[src/rtl/prefix_ctl_pkg.sv]
// Shared prefix-vector layout, FSM encoding and per-byte prefix classification
// for the x86 legacy/REX prefix sequencer.
package prefix_ctl_pkg;

    localparam int pref_width = 15;
    localparam int MAXPRF     = 14;

    localparam int pref_LOCK   = 0;
    localparam int pref_REPN   = 1;
    localparam int pref_REPE   = 2;
    localparam int pref_DATA   = 3;
    localparam int pref_ADDR   = 4;
    localparam int pref_2BYTE  = 5;
    localparam int pref_HASSEG = 6;
    localparam int pref_SEG    = 7;   // 3-bit field, ES=0 CS=1 SS=2 DS=3 FS=4 GS=5
    localparam int pref_REX    = 10;
    localparam int pref_W      = 11;
    localparam int pref_R      = 12;
    localparam int pref_X      = 13;
    localparam int pref_B      = 14;

    localparam logic [pref_width-1:0] SEG_MASK = 15'h0380;

    typedef enum logic [1:0] {
        PRFCTL_SCAN = 2'd0,
        PRFCTL_DONE = 2'd1,
        PRFCTL_ERR  = 2'd2
    } prfctl_state_t;

    typedef struct packed {
        logic                  hit;
        logic                  term;
        logic                  rex;
        logic [pref_width-1:0] bits;
    } prf_byte_t;

    // OR all flags; a chunk carrying a segment override replaces the SEG field.
    function automatic logic [pref_width-1:0] prf_merge(
        input logic [pref_width-1:0] acc,
        input logic [pref_width-1:0] nxt
    );
        if (nxt[pref_HASSEG]) begin
            return (acc & ~SEG_MASK) | nxt;
        end
        return acc | nxt;
    endfunction

    function automatic prf_byte_t prf_decode_byte(
        input logic [7:0] b,
        input logic       m64
    );
        prf_byte_t d;
        d = '0;
        d.hit = 1'b1;
        case (b)
            8'hF0: d.bits[pref_LOCK]  = 1'b1;
            8'hF2: d.bits[pref_REPN]  = 1'b1;
            8'hF3: d.bits[pref_REPE]  = 1'b1;
            8'h66: d.bits[pref_DATA]  = 1'b1;
            8'h67: d.bits[pref_ADDR]  = 1'b1;
            8'h0F: begin
                d.bits[pref_2BYTE] = 1'b1;
                d.term = 1'b1;
            end
            8'h26: begin d.bits[pref_HASSEG] = 1'b1; d.bits[pref_SEG +: 3] = 3'd0; end
            8'h2E: begin d.bits[pref_HASSEG] = 1'b1; d.bits[pref_SEG +: 3] = 3'd1; end
            8'h36: begin d.bits[pref_HASSEG] = 1'b1; d.bits[pref_SEG +: 3] = 3'd2; end
            8'h3E: begin d.bits[pref_HASSEG] = 1'b1; d.bits[pref_SEG +: 3] = 3'd3; end
            8'h64: begin d.bits[pref_HASSEG] = 1'b1; d.bits[pref_SEG +: 3] = 3'd4; end
            8'h65: begin d.bits[pref_HASSEG] = 1'b1; d.bits[pref_SEG +: 3] = 3'd5; end
            default: begin
                if (m64 && (b[7:4] == 4'h4)) begin
                    d.rex  = 1'b1;
                    d.term = 1'b1;
                    d.bits[pref_REX] = 1'b1;
                    d.bits[pref_W]   = b[3];
                    d.bits[pref_R]   = b[2];
                    d.bits[pref_X]   = b[1];
                    d.bits[pref_B]   = b[0];
                end else begin
                    d.hit = 1'b0;
                end
            end
        endcase
        return d;
    endfunction

endpackage

[src/rtl/prefix_ctl_prefix.sv]
// Prefix decoder for one 4-byte window: counts the leading prefix bytes and
// folds them into a single prefix vector. A REX or 0x0F byte ends the run.
module prefix_ctl_prefix
    import prefix_ctl_pkg::*;
(
    input  logic [31:0]           i_bits,
    input  logic                  i_mode64,
    output logic [2:0]            o_bytes,
    output logic [pref_width-1:0] o_pref,
    output logic                  o_rex_end
);

    prf_byte_t             w_dec [4];
    logic                  w_run;
    logic [2:0]            w_n;
    logic [pref_width-1:0] w_pref;
    logic                  w_rex_end;

    generate
        for (genvar gi = 0; gi < 4; gi++) begin : g_byte
            assign w_dec[gi] = prf_decode_byte(i_bits[8*gi +: 8], i_mode64);
        end
    endgenerate

    always_comb begin
        w_run     = 1'b1;
        w_n       = 3'd0;
        w_pref    = '0;
        w_rex_end = 1'b0;
        for (int i = 0; i < 4; i++) begin
            if (w_run) begin
                if (w_dec[i].hit) begin
                    w_pref = prf_merge(w_pref, w_dec[i].bits);
                    w_n    = w_n + 3'd1;
                    if (w_dec[i].term) begin
                        w_run     = 1'b0;
                        w_rex_end = w_dec[i].rex;
                    end
                end else begin
                    w_run = 1'b0;
                end
            end
        end
    end

    assign o_bytes   = w_n;
    assign o_pref    = w_pref;
    assign o_rex_end = w_rex_end;

endmodule

[src/rtl/prefix_ctl.sv]
// Prefix sequencer: walks 4-byte windows, accumulates prefix runs longer than
// one window, enforces the prefix-length limit and hands the result downstream.
module prefix_ctl
    import prefix_ctl_pkg::*;
#(
    parameter int PREF   = pref_width,
    parameter int MAXPRF = 14
) (
    input  logic            clk,
    input  logic            rst,
    input  logic            flush,
    input  logic            mode64,
    input  logic            in_valid,
    input  logic [31:0]     in_bits,
    output logic            in_ready,
    output logic [2:0]      in_consume,
    output logic            out_valid,
    input  logic            out_ready,
    output logic [PREF-1:0] out_pref,
    output logic [3:0]      out_len,
    output logic            out_err
);

    prfctl_state_t   r_state, w_state_next;
    logic [PREF-1:0] r_acc_pref, w_acc_pref_next;
    logic [3:0]      r_acc_len, w_acc_len_next;
    logic [PREF-1:0] r_out_pref, w_out_pref_next;
    logic [3:0]      r_out_len, w_out_len_next;
    logic            r_out_err, w_out_err_next;

    logic [2:0]      w_n;
    logic [PREF-1:0] w_win_pref;
    logic            w_rex_end;
    logic [4:0]      w_sum;
    logic [PREF-1:0] w_merged;

    prefix_ctl_prefix u_prefix (
        .i_bits    (in_bits),
        .i_mode64  (mode64),
        .o_bytes   (w_n),
        .o_pref    (w_win_pref),
        .o_rex_end (w_rex_end)
    );

    assign w_sum    = {1'b0, r_acc_len} + {2'b00, w_n};
    assign w_merged = prf_merge(r_acc_pref, w_win_pref);

    always_ff @(posedge clk or posedge rst) begin
        if (rst) begin
            r_state    <= PRFCTL_SCAN;
            r_acc_pref <= '0;
            r_acc_len  <= '0;
            r_out_pref <= '0;
            r_out_len  <= '0;
            r_out_err  <= 1'b0;
        end else begin
            r_state    <= w_state_next;
            r_acc_pref <= w_acc_pref_next;
            r_acc_len  <= w_acc_len_next;
            r_out_pref <= w_out_pref_next;
            r_out_len  <= w_out_len_next;
            r_out_err  <= w_out_err_next;
        end
    end

    always_comb begin
        w_state_next    = r_state;
        w_acc_pref_next = r_acc_pref;
        w_acc_len_next  = r_acc_len;
        w_out_pref_next = r_out_pref;
        w_out_len_next  = r_out_len;
        w_out_err_next  = r_out_err;
        in_consume      = 3'd0;
        in_ready        = (r_state == PRFCTL_SCAN) && !flush;

        if (flush) begin
            w_state_next    = PRFCTL_SCAN;
            w_acc_pref_next = '0;
            w_acc_len_next  = '0;
            w_out_pref_next = '0;
            w_out_len_next  = '0;
            w_out_err_next  = 1'b0;
        end else begin
            case (r_state)
                PRFCTL_SCAN: begin
                    if (in_valid) begin
                        in_consume = w_n;
                        if (w_sum > 5'(MAXPRF)) begin
                            w_state_next    = PRFCTL_ERR;
                            w_out_err_next  = 1'b1;
                            w_out_len_next  = 4'd15;
                            w_out_pref_next = '0;
                        end else if ((w_n == 3'd4) && !w_rex_end) begin
                            w_acc_pref_next = w_merged;
                            w_acc_len_next  = w_sum[3:0];
                        end else begin
                            w_state_next    = PRFCTL_DONE;
                            w_out_pref_next = w_merged;
                            w_out_len_next  = w_sum[3:0];
                        end
                    end
                end
                default: begin
                    // Result holds until the opcode decoder takes it.
                    if (out_ready) begin
                        w_state_next    = PRFCTL_SCAN;
                        w_acc_pref_next = '0;
                        w_acc_len_next  = '0;
                        w_out_pref_next = '0;
                        w_out_len_next  = '0;
                        w_out_err_next  = 1'b0;
                    end
                end
            endcase
        end
    end

    assign out_valid = (r_state != PRFCTL_SCAN);
    assign out_pref  = r_out_pref;
    assign out_len   = r_out_len;
    assign out_err   = r_out_err;

endmodule

[config.mk]
export PLATFORM = sky130hd
export DESIGN_NAME = prefix_ctl
export DESIGN_NICKNAME = d
export VERILOG_FILES = /design/src/rtl/prefix_ctl_pkg.sv /design/src/rtl/prefix_ctl_prefix.sv /design/src/rtl/prefix_ctl.sv
export SDC_FILE = /design/constraint.sdc
export NUM_CORES = 1
export LEC_CHECK = 0
export BUFFER_PORTS_ARGS = -buffer_cell sky130_fd_sc_hd__buf_2
export CAP_MARGIN = 20
export CORE_MARGIN = 10
export CORE_UTILIZATION = 52
export CTS_BUF_LIST = sky130_fd_sc_hd__clkbuf_8
export CTS_CLUSTER_SIZE = 8
export DETAILED_ROUTE_END_ITERATION = 8
export MAX_ROUTING_LAYER = met4
export PLACE_DENSITY = 0.87
export SLEW_MARGIN = 10
export SYNTH_ARGS = -nofsm -noshare
export SYNTH_HDL_FRONTEND = slang
export SYNTH_SLANG_ARGS = --single-unit
[constraint.sdc]
create_clock -name clk -period 3.01 [get_ports clk]
set_input_delay 0.301 -clock clk [delete_from_list [all_inputs] [get_ports clk]]
set_output_delay 0.301 -clock clk [all_outputs]
set_load 0.005 [all_outputs]
==> results.toml, run 1 <==
[placed_design]
io_buffers = 62
gp_congestion = 1.13
placed_area_um2 = 4470
dp_slack_ns = -1.88
place_hpwl_um = 9540

[power]
p_total_mw = 1.60
power_density_nw_per_um2 = 309
p_leak_nw = 2.38
irDropWorstVdd_v = 0.000735

[critical_path]
crit_chain = "buf_6 -> or3b_4 -> or2_4 -> nand3_4 -> nor3_4 -> inv_2 -> ha_4 -> inv_4 -> nand2_2 -> o211a_4 -> ha_4 -> o21ai_4 -> inv_2 -> ha_4 -> a21o_1 -> a21oi_4 -> xor2_2 -> o41ai_2 -> a2111o_1 -> a2111o_4 -> buf_6 -> o21ai_4 -> clkbuf_16 -> o2bb2ai_2"
cp-start-kind = "input pin"
critPathArrivalTime_ns = 4.84
critPathTopFamily = "compound AO/OA/AOI/OAI gates"
crit_top_cell = "ha_4"
slowest_delay_ns = 0.42
crit_path_end_kind = "flip-flop"
worstSetupPathType = "in2reg"
r2r_setup_slack_ns = -0.14
critPathSlowestCell = "or3b_4"
crit_fanout = 7
required_ns = 3.24
worstPathBufferInverterCount = 6

[synth]
yosysUniqueCellTypes = 75
ys_ff_latch = 41
synth-edff-count = 0
ys.flop_type = "dfrtp_1"
netlist_instances = 343
ys_warn_count = 0
netlist_area_um2 = 3120
syn-num-nets = 387
ys_seq_area_frac = 0.329
avgSynthCellArea_um2 = 9.10
synthArstFlopShare = 1.00

[cts]
clk_latency_ns = 0.31
cts_tree = "built"
cts_root_buffer = "clkbuf_8"
cts-buffers-inserted = 5
cts_htree_levels = 2
cts_buffer_depth = 2
clock_sinks = 41
cts_hold_buf = 0
clk_pin_slew_ns = 0.09

[route]
vias_per_cell = 7.24
detail_route.first_pass.iterations = 9
dr_total_vias = 4432
wire_per_inst_um = 27.6
routedLengthMet1_um = 5430
ant_nets = 0
highest_layer = "met4"
route.met3.wl_um = 2340
wl_um = 16900
dr.first_iter.drc_count = 788
drcViolationCount = 137
wl_met2_um = 7620

[floorplanning]
core_region_area_um2 = 5890
initial_core_util = 0.531
die_area_um2 = 9510
io_pins = 63
die_h_um = 97.5
num_rows = 28
die_x_um = 97.5

[sta]
rsz0062_at_grt = "true"
hold_violations = 0
relSlewSlack = 0.329
period_share = 1.53
layout_setup_ws_ns = -1.60
setup_viol = 37
finalMaxSlewViolations = 0
finClkSkew_ns = 0.0112
period_needed_ns = 4.61
fmax_mhz = 217
fin_setup_tns_ns = -52.66
worst_pin_slew_ns = 1.00
hold_slack_ns = 0.116

[grt]
grt_max_degree = 42
grt_pass1_vias = 4246
overflow = 0
grt_pass1_wl_um = 21900
grt_usage = 0.286
antenna_found_initial = 0

[outcome]
status = "complete, but fails checks"
violations = "design-rule violations, negative setup slack"

[finish]
fin_area_um2 = 5190
fin_nets = 580
antenna_cells = 0
layout-drive-gt1-share = 0.534
synthToLayoutAreaGrowth_pct = 66.2

[flow_run]
drv_cap = 0

[min_path]
hp-class = "in2async"
==> worst min-delay path, stage by stage <==
cell and delay, ns:
buf_2 0.09, inv_1 0.05, buf_4 0.44
==> metrics by stage <==
step           utilization  cells
2_1_floorplan            -    343
3_3_place_gp         0.760    582
3_5_place_dp         0.760    582
4_1_cts              0.835    602
5_1_grt              0.882    612
6_report             0.882    612
==> final timing paths <==
kind,endpoint,depth (start not counted),startpoint
setup / recovery,out_pref[11]$_DFFE_PP0P_,24,in_bits[12]
setup reg to reg,out_pref[11]$_DFFE_PP0P_,11,r_acc_len[1]$_DFFE_PP0P_
min in group clk,out_pref[12]$_DFFE_PP0P_,4,in_bits[26]
max in group asynchronous,r_acc_pref[2]$_DFFE_PP0P_,3,rst
hold / removal,out_pref[2]$_DFFE_PP0P_,3,rst
hold reg to reg,out_pref[6]$_DFFE_PP0P_,1,out_pref[6]$_DFFE_PP0P_
==> layout by cell type, fill, tap and decap left out, types with 5 or more instances in the layout <==
master	Yosys	final
o21ai_0	10	8
dfrtp_1	41	41
nand3b_1	5	5
a22o_1	6	6
nor3_1	12	11
clkbuf_8	0	5
nand3_1	10	9
buf_6	3	11
nor2b_1	7	7
nand2_1	18	17
a221o_1	5	5
nand4_1	7	7
and2_1	8	8
a21oi_1	15	9
o2bb2ai_2	6	20
o2bb2ai_4	0	5
inv_1	13	9
buf_2	3	60
nor2_1	37	34
a31oi_1	6	6
buf_4	3	124
==> final cells by class <==
class | instances | area, um^2
clock inverter | 3 | 68.8
sequential | 41 | 1030
multi-input combinational | 273 | 2390
tap | 75 | 93.8
inverter | 14 | 57.6
fill | 265 | 694
timing repair buffer | 201 | 1490
clock buffer | 5 | 68.8
==> registers in the layout, indices dropped and copies added (netlist names) <==
signal and count:
r_acc_pref 15, r_acc_len 4, out_len 4, r_state 2, out_err 1, out_pref 15
==> where the power goes <==
group          internal (mW)  switching (mW)
Clock                  0.335           0.237
Sequential             0.558         0.00853
Combinational          0.203           0.261
==> synthesized netlist by cell type (4+ instances only) <==
cell type,number,area share
a211oi_1,4,0.0096
a21oi_1,15,0.024
a221o_1,5,0.016
a221oi_1,4,0.011
a22o_1,6,0.017
a31oi_1,6,0.012
and2_1,8,0.016
clkbuf_1,6,0.0072
dfrtp_1,41,0.33
ha_1,5,0.020
inv_1,13,0.016
nand2_1,18,0.022
nand2b_1,4,0.0080
nand3_1,10,0.016
nand3b_1,5,0.012
nand4_1,7,0.014
nor2_1,37,0.044
nor2b_1,7,0.014
nor3_1,12,0.019
nor3b_1,4,0.0096
nor4_1,6,0.012
o21a_1,4,0.0096
o21ai_0,10,0.016
o2bb2ai_1,19,0.053
o2bb2ai_2,6,0.029
or3_1,4,0.0080
==> per-layer routing <==
metal	up-vias	track usage
met3	197	0.0590
met1	2016	0.317
li1	1729	-
met2	490	0.463
met4	0	0.171
met5	-	-
==> what timing repair did <==
item,in CTS,in global routing
hold endpoints to repair,0,0
gates cloned,1,1
resized for setup,34,33
pin swaps,10,10
buffers inserted,11,10
setup endpoints to repair,39,39
==> kinds of logic (layout without fill, tap and decap cells) <==
kind of cell,count (synthesis),count (layout),synth area share
buffers and inverters,29,223,0.0469
flip-flops,41,41,0.329
adder cells (fa/ha/maj),6,6,0.0264
XOR/XNOR,3,3,0.00841
AND/OR/NAND/NOR,145,145,0.264
AO/OA/AOI/OAI,119,119,0.326
Note: power is estimated with default switching activity, not from simulation.
==> run 2: changes to the inputs <==
CORE_UTILIZATION = 48   (was 52)
PLACE_DENSITY = 0.79   (was 0.87)
clock period = 5.36 ns   (was 3.01 ns; I/O delays follow)
==> run 2 against run 1 <==
Effect of this change:
- the run now ends clean
- largest power group is now sequential cells
- largest cell class unchanged
- hold slack improved by 0.25 ns
- total power is 58% lower
- critical endpoint is now r_acc_len[0]$_DFFE_PP0P_
- clock skew is 0.0043 ns lower
==> results.toml, run 2 (synthesized netlist as in run 1, its figures left out) <==
[route]
wl_um = 9850
drcViolationCount = 0
wire_per_inst_um = 19.9
vias_per_cell = 6.40
dr_total_vias = 3161
dr.first_iter.drc_count = 248
detail_route.first_pass.iterations = 5
ant_nets = 0

[finish]
fill_cells = 575
antenna_cells = 0
synthToLayoutAreaGrowth_pct = 18.3
layout_commonest_cell = "buf_2"
layout-drive-gt1-share = 0.269
final_cell_mix = "buf_2, dfrtp_1, nor2_1"
fin_nets = 460

[sta]
fmax_mhz = 197
fin_setup_tns_ns = 0
relSlewSlack = 0.401
hold_violations = 0
setup_viol = 0
rsz0062_at_grt = "false"
worst_pin_slew_ns = 0.894
finClkSkew_ns = 0.00691
finalMaxSlewViolations = 0
layout_setup_ws_ns = 0.284
period_needed_ns = 5.08
period_share = 0.947

[floorplanning]
initial_core_util = 0.492
die_h_um = 101
die_x_um = 101
die_area_um2 = 10100
io_pins = 63
num_rows = 29
core_region_area_um2 = 6350

[critical_path]
critPathArrivalTime_ns = 5.26
cp-start-kind = "input pin"
crit_fanout = 13
crit_path_end_kind = "flip-flop"
cp-startpoint = "in_bits[12]"
required_ns = 5.54
timing.rr.start = "r_acc_len[1]$_DFFE_PP0P_"
worstSetupPathType = "in2reg"
r2r_setup_slack_ns = 2.49

[grt]
grt_pass1_vias = 3112
antenna_found_initial = 0
overflow = 0
grt_usage = 0.196
grt_max_degree = 42
grt_pass1_wl_um = 16000

[outcome]
status = "finished clean"

[cts]
clk_latency_ns = 0.29
cts_buffer_depth = 2
postCtsSetupBuffers = 0
cts_tree = "built"
clk_pin_slew_ns = 0.08
cts-buffers-inserted = 5
cts_root_buffer = "clkbuf_8"
cts_resized = 0
cts_hold_buf = 0
cts_htree_levels = 2
clock_sinks = 41

[placed_design]
place_hpwl_um = 7910
gp_congestion = 0.990
io_buffers = 62
dp_slack_ns = -0.126

[power]
power_density_nw_per_um2 = 182
combPwrFrac = 0.214
p_leak_nw = 1.65
seq_power_share = 0.470
switchingPower_mw = 0.204
sw_frac_of_total = 0.303
internal_power_mw = 0.469
clockPowerShare = 0.317
irDropWorstVdd_v = 0.000196

[flow_run]
drv_cap = 0

[min_path]
hp-class = "in2async"
-- run 2: layout make-up --
cell class | count | area, um^2 | area share
Multi-Input combinational cell | 273 | 1960 | 0.530
Tap cell | 77 | 96.3 | 0.0261
Clock inverter | 2 | 13.8 | 0.00373
Sequential cell | 41 | 1030 | 0.278
Timing Repair Buffer | 81 | 465 | 0.126
Clock buffer | 6 | 82.6 | 0.0224
Inverter | 14 | 52.6 | 0.0142
-- run 2: final timing paths --
check	to	cells after the start
hold reg to reg	r_acc_pref[10]$_DFFE_PP0P_	1
hold / removal	out_pref[1]$_DFFE_PP0P_	3
max in group asynchronous	r_acc_pref[11]$_DFFE_PP0P_	3
setup / recovery	r_acc_len[0]$_DFFE_PP0P_	22
setup reg to reg	r_acc_len[0]$_DFFE_PP0P_	9
min in group clk	r_acc_pref[10]$_DFFE_PP0P_	1
-- run 2: per-layer routing --
metal  track usage  vias to the layer above  wire (um)
met1         0.253                     1496       4280
met5             -                        -          0
li1              -                     1491          -
met4        0.0609                        0        233
met2         0.301                      148       4590
met3        0.0405                       26        741
-- run 2: power by group through the flow --
stage / combinational, mW / clock (mW) / sequential (mW)
after global routing: 0.159 / 0.227 / 0.317
after CTS: 0.142 / 0.216 / 0.316
after global placement: 0.138 / 0 / 0.322
final: 0.144 / 0.213 / 0.316
after detailed placement: 0.141 / 0 / 0.323
after floorplan: 0.0878 / 0 / 0.322
-- run 2: worst max-delay path, cell delays in order --
cell and delay (ns):
buf_2 0.12, or3b_1 0.43, or2_2 0.32, nand3_1 0.11, nor3_1 0.08, inv_1 0.07
ha_1 0.25, inv_1 0.09, nand2_1 0.06, o211a_2 0.27, ha_1 0.33, o21ai_1 0.20
inv_1 0.06, ha_1 0.26, a21o_1 0.17, a21oi_1 0.17, xor2_1 0.24, o41ai_1 0.14
a2111o_1 0.38, a2111o_4 0.42, a21o_4 0.29, a22o_1 0.24
-- run 2: stage by stage --
| step | util | area (um^2) | hold slack [ns] | std cells | power, mW |
|---|---|---|---|---|---|
| detailed placement | 0.566 | 3590 | 0.475 | 486 | 0.463 |
| global route | 0.582 | 3690 | 0.396 | 494 | 0.703 |
| CTS | 0.581 | 3690 | 0.374 | 494 | 0.674 |
| finish | 0.582 | 3690 | 0.364 | 494 | 0.674 |
| floorplan | - | 3120 | 0.454 | 343 | 0.410 |
| global placement | 0.566 | 3590 | 0.472 | 486 | 0.460 |
==> run 3: changes to the inputs <==
ABC_CLOCK_PERIOD_IN_PS = 5360   (was unset)
BUFFER_PORTS_ARGS = -buffer_cell sky130_fd_sc_hd__clkbuf_2   (was -buffer_cell sky130_fd_sc_hd__buf_2)
==> run 3 against run 2 <==
Effect of this change:
- critical path depth stayed put
- combinational power hardly changed
- sequential share of layout area is 0.094 points higher
- setup slack worse by 0.082 ns
- register-to-register slack worse by 0.10 ns
- cell count is 0.61% lower
- critical path type unchanged
==> results.toml, run 3 (synthesized netlist as in run 1, its figures left out) <==
[outcome]
status = "finished clean"

[cts]
cts-buffers-inserted = 5
clock_sinks = 41
cts_buffer_depth = 2
clk_pin_slew_ns = 0.07
cts_tree = "built"
cts_hold_buf = 0
cts_htree_levels = 2
clk_latency_ns = 0.29
postCtsSetupBuffers = 0
cts_root_buffer = "clkbuf_8"
cts_resized = 0

[placed_design]
gp_congestion = 1.02
placed_area_um2 = 3570
dp_cells = 483
place_hpwl_um = 7820
io_buffers = 62

[grt]
grt_usage = 0.190
overflow = 0
grt_pass1_vias = 3071
grt_pass1_wl_um = 15500
grt_max_degree = 42
antenna_found_initial = 0

[floorplanning]
die_area_um2 = 10100
initial_core_util = 0.492
die_x_um = 101
num_rows = 29
die_h_um = 101
core_region_area_um2 = 6350
io_pins = 63

[route]
highest_layer = "met4"
routedLengthMet1_um = 4200
wl_met2_um = 4480
wl_um = 9700
ant_nets = 0
route.met3.wl_um = 800
detail_route.first_pass.iterations = 5
vias_per_cell = 6.45
wire_per_inst_um = 19.8
drcViolationCount = 0
dr.first_iter.drc_count = 237
dr_total_vias = 3166

[finish]
final_util = 0.580
fin_cells = 491
antenna_cells = 0
layout-drive-gt1-share = 0.268
fin_area_um2 = 3680
fin_nets = 457
final_cell_mix = "clkbuf_2, dfrtp_1, nor2_1"
synthToLayoutAreaGrowth_pct = 17.9
layout_commonest_cell = "clkbuf_2"

[critical_path]
crit_path_end_kind = "flip-flop"
reg2reg_depth = 9
slowest_delay_ns = 0.44
cp-start-kind = "input pin"
worstSetupPathType = "in2reg"
critPathSlowestCell = "or3b_1"
critPathArrivalTime_ns = 5.33
required_ns = 5.53
crit_chain = "clkbuf_2 -> or3b_1 -> or2_2 -> nand3_1 -> nor3_2 -> inv_1 -> ha_1 -> inv_1 -> nand2_1 -> o211a_2 -> ha_1 -> o21a_1 -> o311a_4 -> inv_1 -> ha_1 -> nor2b_1 -> o21ai_0 -> o41ai_1 -> a2111o_1 -> a2111o_4 -> a21o_2 -> a22o_1"
crit_fanout = 13

[sta]
setup_viol = 0
period_share = 0.962
fmax_mhz = 194
rsz0062_at_grt = "false"
worst_pin_slew_ns = 0.902
finalMaxSlewViolations = 0
relSlewSlack = 0.395
period_needed_ns = 5.16
finClkSkew_ns = 0.00590
hold_violations = 0

[power]
p_leak_nw = 1.63
power_density_nw_per_um2 = 184
irDropWorstVdd_v = 0.000219

[min_path]
hp-class = "in2async"

[flow_run]
drv_cap = 0
## run 3: changes by cell type in the layout (fill, tap and decap cells not counted), sizes merged
| cell | delta |
|---|---|
| clkinv | -1 |
| clkbuf | +63 |
| buf | -65 |
## run 3: cell type report
cell class / count / area, um^2
Tap cell: 77 / 96.3
Multi-Input combinational cell: 273 / 1960
Sequential cell: 41 / 1030
Fill cell: 575 / 2670
Timing Repair Buffer: 78 / 443
Clock inverter: 1 / 5.00
Clock buffer: 7 / 96.3
Inverter: 14 / 52.6
## run 3: power by group
| group | leakage [nW] | switching [mW] | internal, mW |
|---|---|---|---|
| Sequential | 0.570 | 0.00282 | 0.314 |
| Clock | 0.0542 | 0.102 | 0.116 |
| Combinational | 1.01 | 0.0922 | 0.0496 |
| Total | 1.63 | 0.197 | 0.480 |
## run 3: worst paths after layout
path | from | end | slack (ns)
setup / recovery | in_bits[12] | r_acc_len[0]$_DFFE_PP0P_ | 0.20
hold / removal | rst | out_pref[0]$_DFFE_PP0P_ | 0.33
setup reg to reg | r_acc_len[0]$_DFFE_PP0P_ | r_acc_len[0]$_DFFE_PP0P_ | 2.39
hold reg to reg | r_acc_pref[10]$_DFFE_PP0P_ | r_acc_pref[10]$_DFFE_PP0P_ | 0.49
max in group asynchronous | rst | r_acc_pref[9]$_DFFE_PP0P_ | 4.68
min in group clk | r_acc_pref[10]$_DFFE_PP0P_ | r_acc_pref[10]$_DFFE_PP0P_ | 0.49
## run 3: per-layer routing
layer	vias up	global-route usage
met5	-	-
met4	0	0.0761
met3	21	0.0357
met2	165	0.284
met1	1501	0.246
li1	1479	-
## run 3: per-stage QoR
stage          hold WS [ns]  power, mW  TNS, ns  setup slack (ns)
6_report              0.334      0.676        0             0.202
2_1_floorplan         0.454      0.410        0            0.0963
5_1_grt               0.389      0.706        0           0.00533
4_1_cts               0.351      0.679        0             0.130
3_3_place_gp          0.471      0.459        0             0.108
3_5_place_dp          0.476      0.462   -0.314            -0.117
## run 3: worst max-delay path: cells and delay by family
kind | cells | cell delay (ns)
compound gates | 9 | 2.57
fa+ha+maj | 3 | 0.71
simple gates | 6 | 1.18
buf+inv | 4 | 0.33
